## config.mk

```make
export PLATFORM = sky130hd
export DESIGN_NAME = apb_periph_bank
export DESIGN_NICKNAME = d
export VERILOG_FILES = /design/src/rtl/apb_periph_pkg.sv /design/src/rtl/apb_timer.sv /design/src/rtl/apb_periph_bank.sv
export SDC_FILE = /design/constraint.sdc
export NUM_CORES = 1
export LEC_CHECK = 0
export CAP_MARGIN = 20
export CORE_UTILIZATION = 28
export DETAILED_ROUTE_END_ITERATION = 7
export PLACE_DENSITY = 0.54
export SLEW_MARGIN = 20
export SYNTH_ARGS = -nofsm -noshare
export SYNTH_HDL_FRONTEND = slang
export SYNTH_SLANG_ARGS = --single-unit
```

## constraint.sdc

```tcl
create_clock -name hclk -period 5.1 [get_ports hclk]
set_input_delay 1.02 -clock hclk [delete_from_list [all_inputs] [get_ports hclk]]
set_output_delay 1.02 -clock hclk [all_outputs]
set_load 0.05 [all_outputs]
```

## src/rtl/apb_periph_pkg.sv

```systemverilog
// Shared constants for apb_periph_bank: slot word offsets, APB phase FSM encoding, CTRL bits.
package apb_periph_pkg;

  // Word offsets inside a slot, i.e. paddr[31:2]
  typedef logic [29:0] word_off_t;

  localparam word_off_t OFF_CTRL    = 30'd0;
  localparam word_off_t OFF_COUNT   = 30'd1;
  localparam word_off_t OFF_COMPARE = 30'd2;
  localparam word_off_t OFF_STATUS  = 30'd3;

  localparam word_off_t OFF_ID      = 30'd0;
  localparam word_off_t OFF_SCRATCH = 30'd1;
  localparam word_off_t OFF_ERRCNT  = 30'd2;

  // Encoding is visible on the debug state port: 0 idle, 1 setup, 2 access
  typedef enum logic [1:0] {
    ST_IDLE   = 2'd0,
    ST_SETUP  = 2'd1,
    ST_ACCESS = 2'd2
  } apb_state_e;

  localparam int CTRL_EN_BIT     = 0;
  localparam int CTRL_IRQ_EN_BIT = 1;

  function automatic logic is_onehot3(input logic [2:0] s);
    return (s == 3'b001) || (s == 3'b010) || (s == 3'b100);
  endfunction

endpackage

```

## src/rtl/apb_timer.sv

```systemverilog
// Slot1 timer: free-running counter with compare match, W1C status and level interrupt.
module apb_timer
  import apb_periph_pkg::*;
(
  input  logic        clk_i,
  input  logic        rst_ni,
  input  logic        wr_en_i,
  input  word_off_t   off_i,
  input  logic [31:0] wr_data_i,
  output logic [31:0] rd_data_o,
  output logic        irq_o
);

  logic [1:0]  ctrl_q, ctrl_d;
  logic [31:0] count_q, count_d;
  logic [31:0] compare_q, compare_d;
  logic        match_q, match_d;
  logic [31:0] count_inc;
  logic        count_wr;
  logic        match_set;

  always_comb begin
    ctrl_d    = ctrl_q;
    count_d   = count_q;
    compare_d = compare_q;
    match_d   = match_q;
    count_inc = count_q + 32'd1;
    count_wr  = wr_en_i && (off_i == OFF_COUNT);
    // A software COUNT write replaces the increment, so it cannot raise a match
    match_set = ctrl_q[CTRL_EN_BIT] && !count_wr && (count_inc == compare_q);

    if (ctrl_q[CTRL_EN_BIT]) count_d = count_inc;
    if (wr_en_i) begin
      case (off_i)
        OFF_CTRL:    ctrl_d    = wr_data_i[1:0];
        OFF_COUNT:   count_d   = wr_data_i;
        OFF_COMPARE: compare_d = wr_data_i;
        OFF_STATUS:  if (wr_data_i[0]) match_d = 1'b0;
        default: ;
      endcase
    end
    if (match_set) match_d = 1'b1;
  end

  always_ff @(posedge clk_i) begin
    if (!rst_ni) begin
      ctrl_q    <= '0;
      count_q   <= '0;
      compare_q <= '0;
      match_q   <= 1'b0;
    end else begin
      ctrl_q    <= ctrl_d;
      count_q   <= count_d;
      compare_q <= compare_d;
      match_q   <= match_d;
    end
  end

  always_comb begin
    rd_data_o = '0;
    case (off_i)
      OFF_CTRL:    rd_data_o = {30'd0, ctrl_q};
      OFF_COUNT:   rd_data_o = count_q;
      OFF_COMPARE: rd_data_o = compare_q;
      OFF_STATUS:  rd_data_o = {31'd0, match_q};
      default:     rd_data_o = '0;
    endcase
  end

  assign irq_o = match_q & ctrl_q[CTRL_IRQ_EN_BIT];

endmodule

```

## src/rtl/apb_periph_bank.sv

```systemverilog
// Three-slot zero-wait APB2 bank: slot0 register file, slot1 timer, slot2 ID/scratch/ERRCNT.
// Define APB_PROT_CHK_EN to build the protocol checker that counts into ERRCNT.
module apb_periph_bank
  import apb_periph_pkg::*;
#(
  parameter int          RF_WORDS = 16,
  parameter logic [31:0] ID_VALUE = 32'hA9B0_0001,
  parameter int          CNT_W    = 8
) (
  input  logic        hclk,
  input  logic        hresetn,
  input  logic [2:0]  psel,
  input  logic        penable,
  input  logic        pwrite,
  input  logic [31:0] paddr,
  input  logic [31:0] pwdata,
  output logic [31:0] prdata,
  output logic        irq,
  output logic [1:0]  dbg_state_o
);

  // Transfer handshake: one SETUP cycle (|psel, !penable) then one ACCESS cycle
  // (|psel, penable); no wait states. Writes commit at the edge ending ACCESS,
  // read data is captured at the edge ending SETUP and cleared after ACCESS.
  apb_state_e  state_q;
  logic        setup_ph;
  logic        access_ph;
  logic        onehot;
  logic        wr_commit;
  word_off_t   word_off;
  logic [3:0]  rf_idx;
  logic [31:0] rf_q [RF_WORDS];
  logic [31:0] scratch_q;
  logic [31:0] timer_rd;
  logic [31:0] slot2_rd;
  logic [31:0] rd_val;
  logic [31:0] errcnt_rd;
  logic        unused_addr;

  assign setup_ph    = (|psel) & ~penable;
  assign access_ph   = (|psel) & penable;
  assign onehot      = is_onehot3(psel);
  assign wr_commit   = (state_q == ST_SETUP) & access_ph & pwrite & onehot;
  // Timer and slot2 decode the full word offset; the register file wraps on paddr[5:2]
  assign word_off    = paddr[31:2];
  assign rf_idx      = paddr[5:2] & 4'(RF_WORDS - 1);
  assign unused_addr = ^paddr[1:0];
  assign dbg_state_o = state_q;

  apb_timer u_timer (
    .clk_i     (hclk),
    .rst_ni    (hresetn),
    .wr_en_i   (wr_commit & psel[1]),
    .off_i     (word_off),
    .wr_data_i (pwdata),
    .rd_data_o (timer_rd),
    .irq_o     (irq)
  );

  always_comb begin
    slot2_rd = '0;
    rd_val   = '0;
    case (word_off)
      OFF_ID:      slot2_rd = ID_VALUE;
      OFF_SCRATCH: slot2_rd = scratch_q;
      OFF_ERRCNT:  slot2_rd = errcnt_rd;
      default:     slot2_rd = '0;
    endcase
    case (psel)
      3'b001:  rd_val = rf_q[rf_idx];
      3'b010:  rd_val = timer_rd;
      3'b100:  rd_val = slot2_rd;
      default: rd_val = '0;
    endcase
  end

  always_ff @(posedge hclk) begin
    if (!hresetn) begin
      state_q <= ST_IDLE;
      prdata  <= '0;
    end else begin
      prdata <= (setup_ph && !pwrite) ? rd_val : '0;
      case (state_q)
        ST_IDLE: if (setup_ph) state_q <= ST_SETUP;
        ST_SETUP: begin
          if (penable)        state_q <= ST_ACCESS;
          else if (!setup_ph) state_q <= ST_IDLE;
        end
        ST_ACCESS: state_q <= setup_ph ? ST_SETUP : ST_IDLE;
        default:   state_q <= ST_IDLE;
      endcase
    end
  end

  always_ff @(posedge hclk) begin
    if (!hresetn) begin
      for (int i = 0; i < RF_WORDS; i++) rf_q[i] <= '0;
      scratch_q <= '0;
    end else begin
      if (wr_commit && psel[0]) rf_q[rf_idx] <= pwdata;
      if (wr_commit && psel[2] && (word_off == OFF_SCRATCH)) scratch_q <= pwdata;
    end
  end

`ifdef APB_PROT_CHK_EN
  localparam logic [32:0] ERR_MAX = (33'd1 << CNT_W) - 33'd1;

  logic [CNT_W-1:0] errcnt_q, errcnt_d;
  logic [2:0]       psel_p_q;
  logic [31:0]      paddr_p_q;
  logic             pwrite_p_q;
  logic             e_idle, e_drop, e_chg, e_hot;
  logic [2:0]       err_n;
  logic [32:0]      err_sum;

  always_comb begin
    e_idle   = (state_q == ST_IDLE) && penable;
    e_drop   = (state_q == ST_SETUP) && !penable;
    // Previous-cycle values are the SETUP values whenever we are in SETUP
    e_chg    = (state_q == ST_SETUP) && penable &&
               ((psel != psel_p_q) || (paddr != paddr_p_q) || (pwrite != pwrite_p_q));
    e_hot    = setup_ph && !onehot;
    err_n    = 3'(e_idle) + 3'(e_drop) + 3'(e_chg) + 3'(e_hot);
    err_sum  = 33'(errcnt_q) + 33'(err_n);
    errcnt_d = (err_sum > ERR_MAX) ? ERR_MAX[CNT_W-1:0] : err_sum[CNT_W-1:0];
    if (wr_commit && psel[2] && (word_off == OFF_ERRCNT)) errcnt_d = '0;
  end

  always_ff @(posedge hclk) begin
    if (!hresetn) begin
      errcnt_q   <= '0;
      psel_p_q   <= '0;
      paddr_p_q  <= '0;
      pwrite_p_q <= 1'b0;
    end else begin
      errcnt_q   <= errcnt_d;
      psel_p_q   <= psel;
      paddr_p_q  <= paddr;
      pwrite_p_q <= pwrite;
    end
  end

  assign errcnt_rd = 32'(errcnt_q);
`else
  logic [CNT_W-1:0] unused_errcnt;
  assign unused_errcnt = '0;
  assign errcnt_rd     = '0;
`endif

endmodule

```

# Word level (Yosys, flattened, before mapping)
# Memory sizes are Yosys's and may differ from the RTL's.
# Index checks and enable logic that the tools add are counted.
# totals
register_bits	133
ramBits	512
output_inout_bits	35
word_cells	73
mem_count	1
# mem_list
name	words	word_bits	rd	rd_ports_with_merged_regs	wr	line_no	text
rf_q	16	32	1	0	16	apb_periph_bank.sv:32	logic [31:0] rf_q [RF_WORDS];
# op_classes
n_addsub	1
eq_ne	11
mux	22
bitwise_logic	8
n_reduce_logical	23
# ops
op	count
2-to-1 mux 32 bit	4
case mux 32 bit (4 select lines)	1
case mux 32 bit (3 select lines)	1
case mux 32 bit (2 select lines)	1
equality test 30 x 2 -> 1 bit (second input constant)	2
adder 32 x 1 -> 32 bit (second input constant)	1
equality test 32 bit	1
OR reduction 32 bit	1
equality test 30 x 1 -> 1 bit (second input constant)	1
zero test 30 bit	1
2-to-1 mux 1 bit	10
AND reduction 2 bit	4
AND 1 bit	7
logical AND 1 bit	7
2-to-1 mux 2 bit	3
case mux 2 bit (3 select lines)	1
nonzero test 2 bit	3
2-to-1 mux 4 bit	1
equality test 3 x 1 -> 1 bit (second input constant)	1
equality test 3 x 2 -> 1 bit (second input constant)	1
equality test 3 bit (second input constant)	1
!= test 3 bit (second input constant)	1
AND reduction 3 bit	1
OR reduction 3 bit	1
other kinds (7)	9

# Depth between registers and ports, before layout
# logic_depth
depth_word	12
ltp_mapped	11
ltp_nobuf	8

# Cells and area by module
# Synthesis repeated with hierarchy kept, for this count alone.
# hier_totals
hier_cells	2358
area_unflattened_um2	30229.0
# by_module_without_submodules
module	instances	cells_per_inst	area_each_um2
apb_periph_bank	1	1803	25705.9
apb_timer	1	555	4523.1

# Worst setup path after synthesis
# Ideal clock, no wire load.
# synth_path
path_kind	input-to-reg
startpoint	in paddr[3]
endpoint	mem rf_q[11][0], enable pin
arrival_time_ns	4.211
required_ns	4.634
path_slack_ns	0.423
path_stages	4
path_buffers	2
cell_sequence	buf_1 > clkbuf_1 > nand2_1 > o21ai_0
# synth_rtl
element	line_no	text
start, declared	apb_periph_bank.sv:15	input logic [31:0] paddr,
end, declared	apb_periph_bank.sv:32	

==> results.txt <==
----------------------------------------------------
[Run status]
  Run status ... finished, violations left
  Violated checks ... DRC

[Synthesis]
  Leading area contributor after synthesis ... sky130_fd_sc_hd__edfxtp_1
  Area fraction in compound gates after synthesis ... 4.99%
  Synthesized net count ... 2262
  Share of synthesized area occupied by flip-flops and latches ... 60.1%
  Adder-cell share of the synthesized area ... 0.0417%
  Number of warning messages in the yosys log ... 0
  Portion of netlist area occupied by mux cells ... 13.2%
  Share of synthesized cell area in and, or, nand and nor gates ... 16.3%
  Dominant combinational cell family by area after synthesis ... simple AND/OR/NAND/NOR gates
  Synth cell types ... 62
  Xor and xnor area share after synthesis ... 2.36%
  Most common library cells after synthesis ... 517 x sky130_fd_sc_hd__and2_1, 512 x sky130_fd_sc_hd__edfxtp_1, 184 x sky130_fd_sc_hd__clkbuf_1
  Post-synth top area share ... 51.2%
  Most common cell in the netlist ... sky130_fd_sc_hd__and2_1
  Average size of a mapped cell ... 13.7 um^2
  Mapped cell area ... 0.0300 mm^2
  Top_reg_cell synth ... sky130_fd_sc_hd__edfxtp_1
  Largest cells by area after synthesis ... sky130_fd_sc_hd__edfxtp_1 51%, sky130_fd_sc_hd__mux4_2 12%, sky130_fd_sc_hd__and2_1 11%
  Synthesized instance count ... 2190
  Number of enable flip-flop cells after synthesis ... 512
  Flip-flop and latch count after synthesis ... 645
  Fraction of synthesis flops using an asynchronous set or reset pin ... 0%

[STA]
  Slew Viols, Final ... 0
  Period utilization ... 71.8%
  Final-report setup violation count ... 0
  Post-route setup TNS ... 0 ns
  Clk_skew ... 0.0192 ns
  Final Critical Period ... 3.66 ns
  Maximum achievable frequency ... 273 MHz
  Post-route worst hold slack ... 0.451 ns
  Setup repair after global routing missed its margin ... no
  Transition at the pin with the smallest max-transition slack ... 1.13 ns
  Relative slew slack ... 24.8%
  Final count of hold timing violations ... 0

[Drt]
  Number of design-rule violations left by the first detailed-router iteration ... 1481
  Number of DRC violations after detailed routing ... 30
  Vias per inst ... 4.90
  Detailed-route wire length ... 85500 um
  Average wire per cell in the routed design ... 23.4 um
  First-pass iteration count of the detailed router ... 7
  Final ANT Viol Nets ... 0
  Via Count ... 17948

[Hold path]
  Cells on Worst Hold Path ... 2
  Hold Startpoint ... scratch_q[16]
  Tightest Hold Check Type ... register to register
  Worst Hold Endpoint ... scratch_q[16]

[Final layout]
  Share of final-layout standard cells stronger than drive strength 1 ... 16.9%
  Fill cell total of the finished layout ... 10264
  Number of nets in the final layout ... 2288
  Post-route cell area ... 0.0351 mm^2
  Relative area change from synthesis to final layout ... 16.9%

[Floorplan]
  Core region area ... 0.106 mm^2
  Die ar. ... 0.109 mm^2
  Boundary pin count ... 106
  Effective utilization at floorplan ... 28.4%
  Die span in y ... 329 um
  Std-Cell Rows ... 119
  Width of the die ... 329 um

[Clocking]
  Clock edge transition at the registers on the reported setup and hold paths ... 0.06 ns
  Number of buffers on the longest clock path ... 3
  Total clock buffers created by CTS ... 68
  Worst-Skew Late Latency ... 0.61 ns
  Resized Gates After CTS ... 0
  Clock root cell ... sky130_fd_sc_hd__clkbuf_16
  Number of setup buffers added after CTS ... 0
  CTS tree ... yes
  # H-tree levels ... 3
  Number of clock sinks seen by CTS ... 645
  Number of buffers inserted by hold repair at cts ... 0

[Critical path]
  Critical Path AT ... 3.94 ns
  Startpoint types ... primary input
  Worst-path fanout max ... 14
  Terminus of the critical flop-to-flop path ... u_timer.match_q
  Buffers plus inverters on the worst setup path ... 2
  Critical path type ... primary input to register
  Cell type group with the largest total delay on the critical path ... simple AND/OR/NAND/NOR gates
  Cell-by-cell trace of the critical path ... clkdlybuf4s50_1 > nor3b_4 > and3_1 > nand3b_1 > o21ai_4 > buf_4
  RR Startpoint ... u_timer.count_q[3]
  Worst Path Required ... 5.37 ns
  Nature of the critical path endpoint ... register
  R2R setup slack ... 1.64 ns
  Reg2Reg Depth ... 6
  Max incr delay on CP ... 0.76 ns
  Slowest cell on crit path ... sky130_fd_sc_hd__o21ai_4

[Global route]
  Global route overflow ... 0
  Maximum number of pins on one net before global-route repair ... 55
  Global-route wire length before repair ... 125000 um
  Total routing resource utilization after global routing ... 15.8%
  Number of global-route vias before repair ... 18628
  Number of antenna violations at the first check in global routing ... 2

[Placement]
  Cell area after placement ... 0.0329 mm^2
  Estimated wirelength of the detail-placed design ... 54100 um
  Gp weighted congestion ... 0.912
  PortBufs ... 103

[Power and ir drop]
  Leakage power summed over all cells ... 12.3 nW
  Max rail drop VDD ... 0.235 mV
  Power per cell area ... 331 mW/mm^2

[Flow run]
  Number of max-cap violations ... 0

----------------------------------------------------
stage by stage:
stage / std cells / util [%] / setup WS (ns) / total power [mW]
floorplan: 2190 / - / 0.423 / 6.37
global placement: 3537 / 31.1 / 0.911 / 6.68
detailed placement: 3537 / 31.1 / 0.890 / 6.70
CTS: 3656 / 33.2 / 1.52 / 11.7
global route: 3656 / 33.2 / 1.37 / 11.9
finish: 3661 / 33.2 / 1.44 / 11.6
where the power goes:
group	leakage, nW	total, mW	switching, mW	internal (mW)
Clock	1.09	5.03	2.04	2.99
Combinational	5.01	0.727	0.435	0.292
Sequential	6.25	5.85	0.0402	5.81
final cells by class:
type / instances / area [um^2] / area share [%]
Sequential cell: 645 / 18000 / 51.4
Multi-Input combinational cell: 1321 / 11300 / 32.3
Clock buffer: 92 / 1920 / 5.47
Tap cell: 1391 / 1740 / 4.96
Timing Repair Buffer: 175 / 1730 / 4.92
Clock inverter: 27 / 307 / 0.874
Inverter: 5 / 18.8 / 0.0535
Antenna cell: 5 / 12.5 / 0.0357
logic make-up (layout without fill, tap and decap cells):
group                      Yosys count  count (layout)
AOI/OAI and AO/OA                  203             203
muxes                              196             196
DFF                                645             645
and+or+nand+nor                    841             841
buffers and inverters              224             299
xor gates and xnor gates            80              80
other                                0               5
adders and majority gates            1               1
flip-flops by register name (all words and copies together), names as in the netlist:
| signal | cells |
|---|---|
| u_timer.count_q | 32 |
| rf_q | 512 |
| u_timer.ctrl_q | 2 |
| u_timer.compare_q | 32 |
| scratch_q | 32 |
| dbg_state_o | 2 |
| u_timer.match_q | 1 |
| prdata | 32 |
worst max path at each step:
stage / startpoint / cells past startpoint / endpoint
2_1_floorplan: paddr[3] / 4 / rf_q[11][0]
3_3_place_gp: psel[0] / 6 / rf_q[11][19]
3_5_place_dp: psel[0] / 6 / rf_q[11][19]
4_1_cts: psel[0] / 6 / rf_q[11][26]
5_1_grt: psel[0] / 7 / rf_q[12][23]
6_report: psel[0] / 6 / rf_q[11][28]
per-layer routing:
metal / routed length, um / up-vias / track usage (%)
li1: - / 7995 / -
met1: 34900 / 9342 / 19.5
met2: 44000 / 510 / 28.3
met3: 4660 / 99 / 2.33
met4: 1870 / 2 / 4.63
met5: 13 / - / 0
cell usage in the layout (no fill, tap or decap), types with 35 or more instances in the layout:
| cell | synthesis | routed |
|---|---|---|
| sky130_fd_sc_hd__a21oi_1 | 45 | 45 |
| sky130_fd_sc_hd__and2_1 | 517 | 516 |
| sky130_fd_sc_hd__buf_4 | 3 | 60 |
| sky130_fd_sc_hd__clkbuf_16 | 0 | 74 |
| sky130_fd_sc_hd__clkdlybuf4s50_1 | 0 | 98 |
| sky130_fd_sc_hd__dfxtp_1 | 133 | 133 |
| sky130_fd_sc_hd__edfxtp_1 | 512 | 512 |
| sky130_fd_sc_hd__mux2i_1 | 35 | 35 |
| sky130_fd_sc_hd__mux4_2 | 161 | 161 |
| sky130_fd_sc_hd__nand2_1 | 151 | 150 |
| sky130_fd_sc_hd__nor2b_1 | 36 | 36 |
| sky130_fd_sc_hd__xnor2_1 | 42 | 42 |
| sky130_fd_sc_hd__xor2_1 | 37 | 37 |
worst min-delay path: cells and delay by family, from the launching register on:
| kind | cells | cell delay, ns |
|---|---|---|
| AOI/OAI and AO/OA | 1 | 0.05 |
| and+or+nand+nor | 1 | 0.05 |
| DFF | 1 | 0.31 |
(Power assumes the default switching activity.)
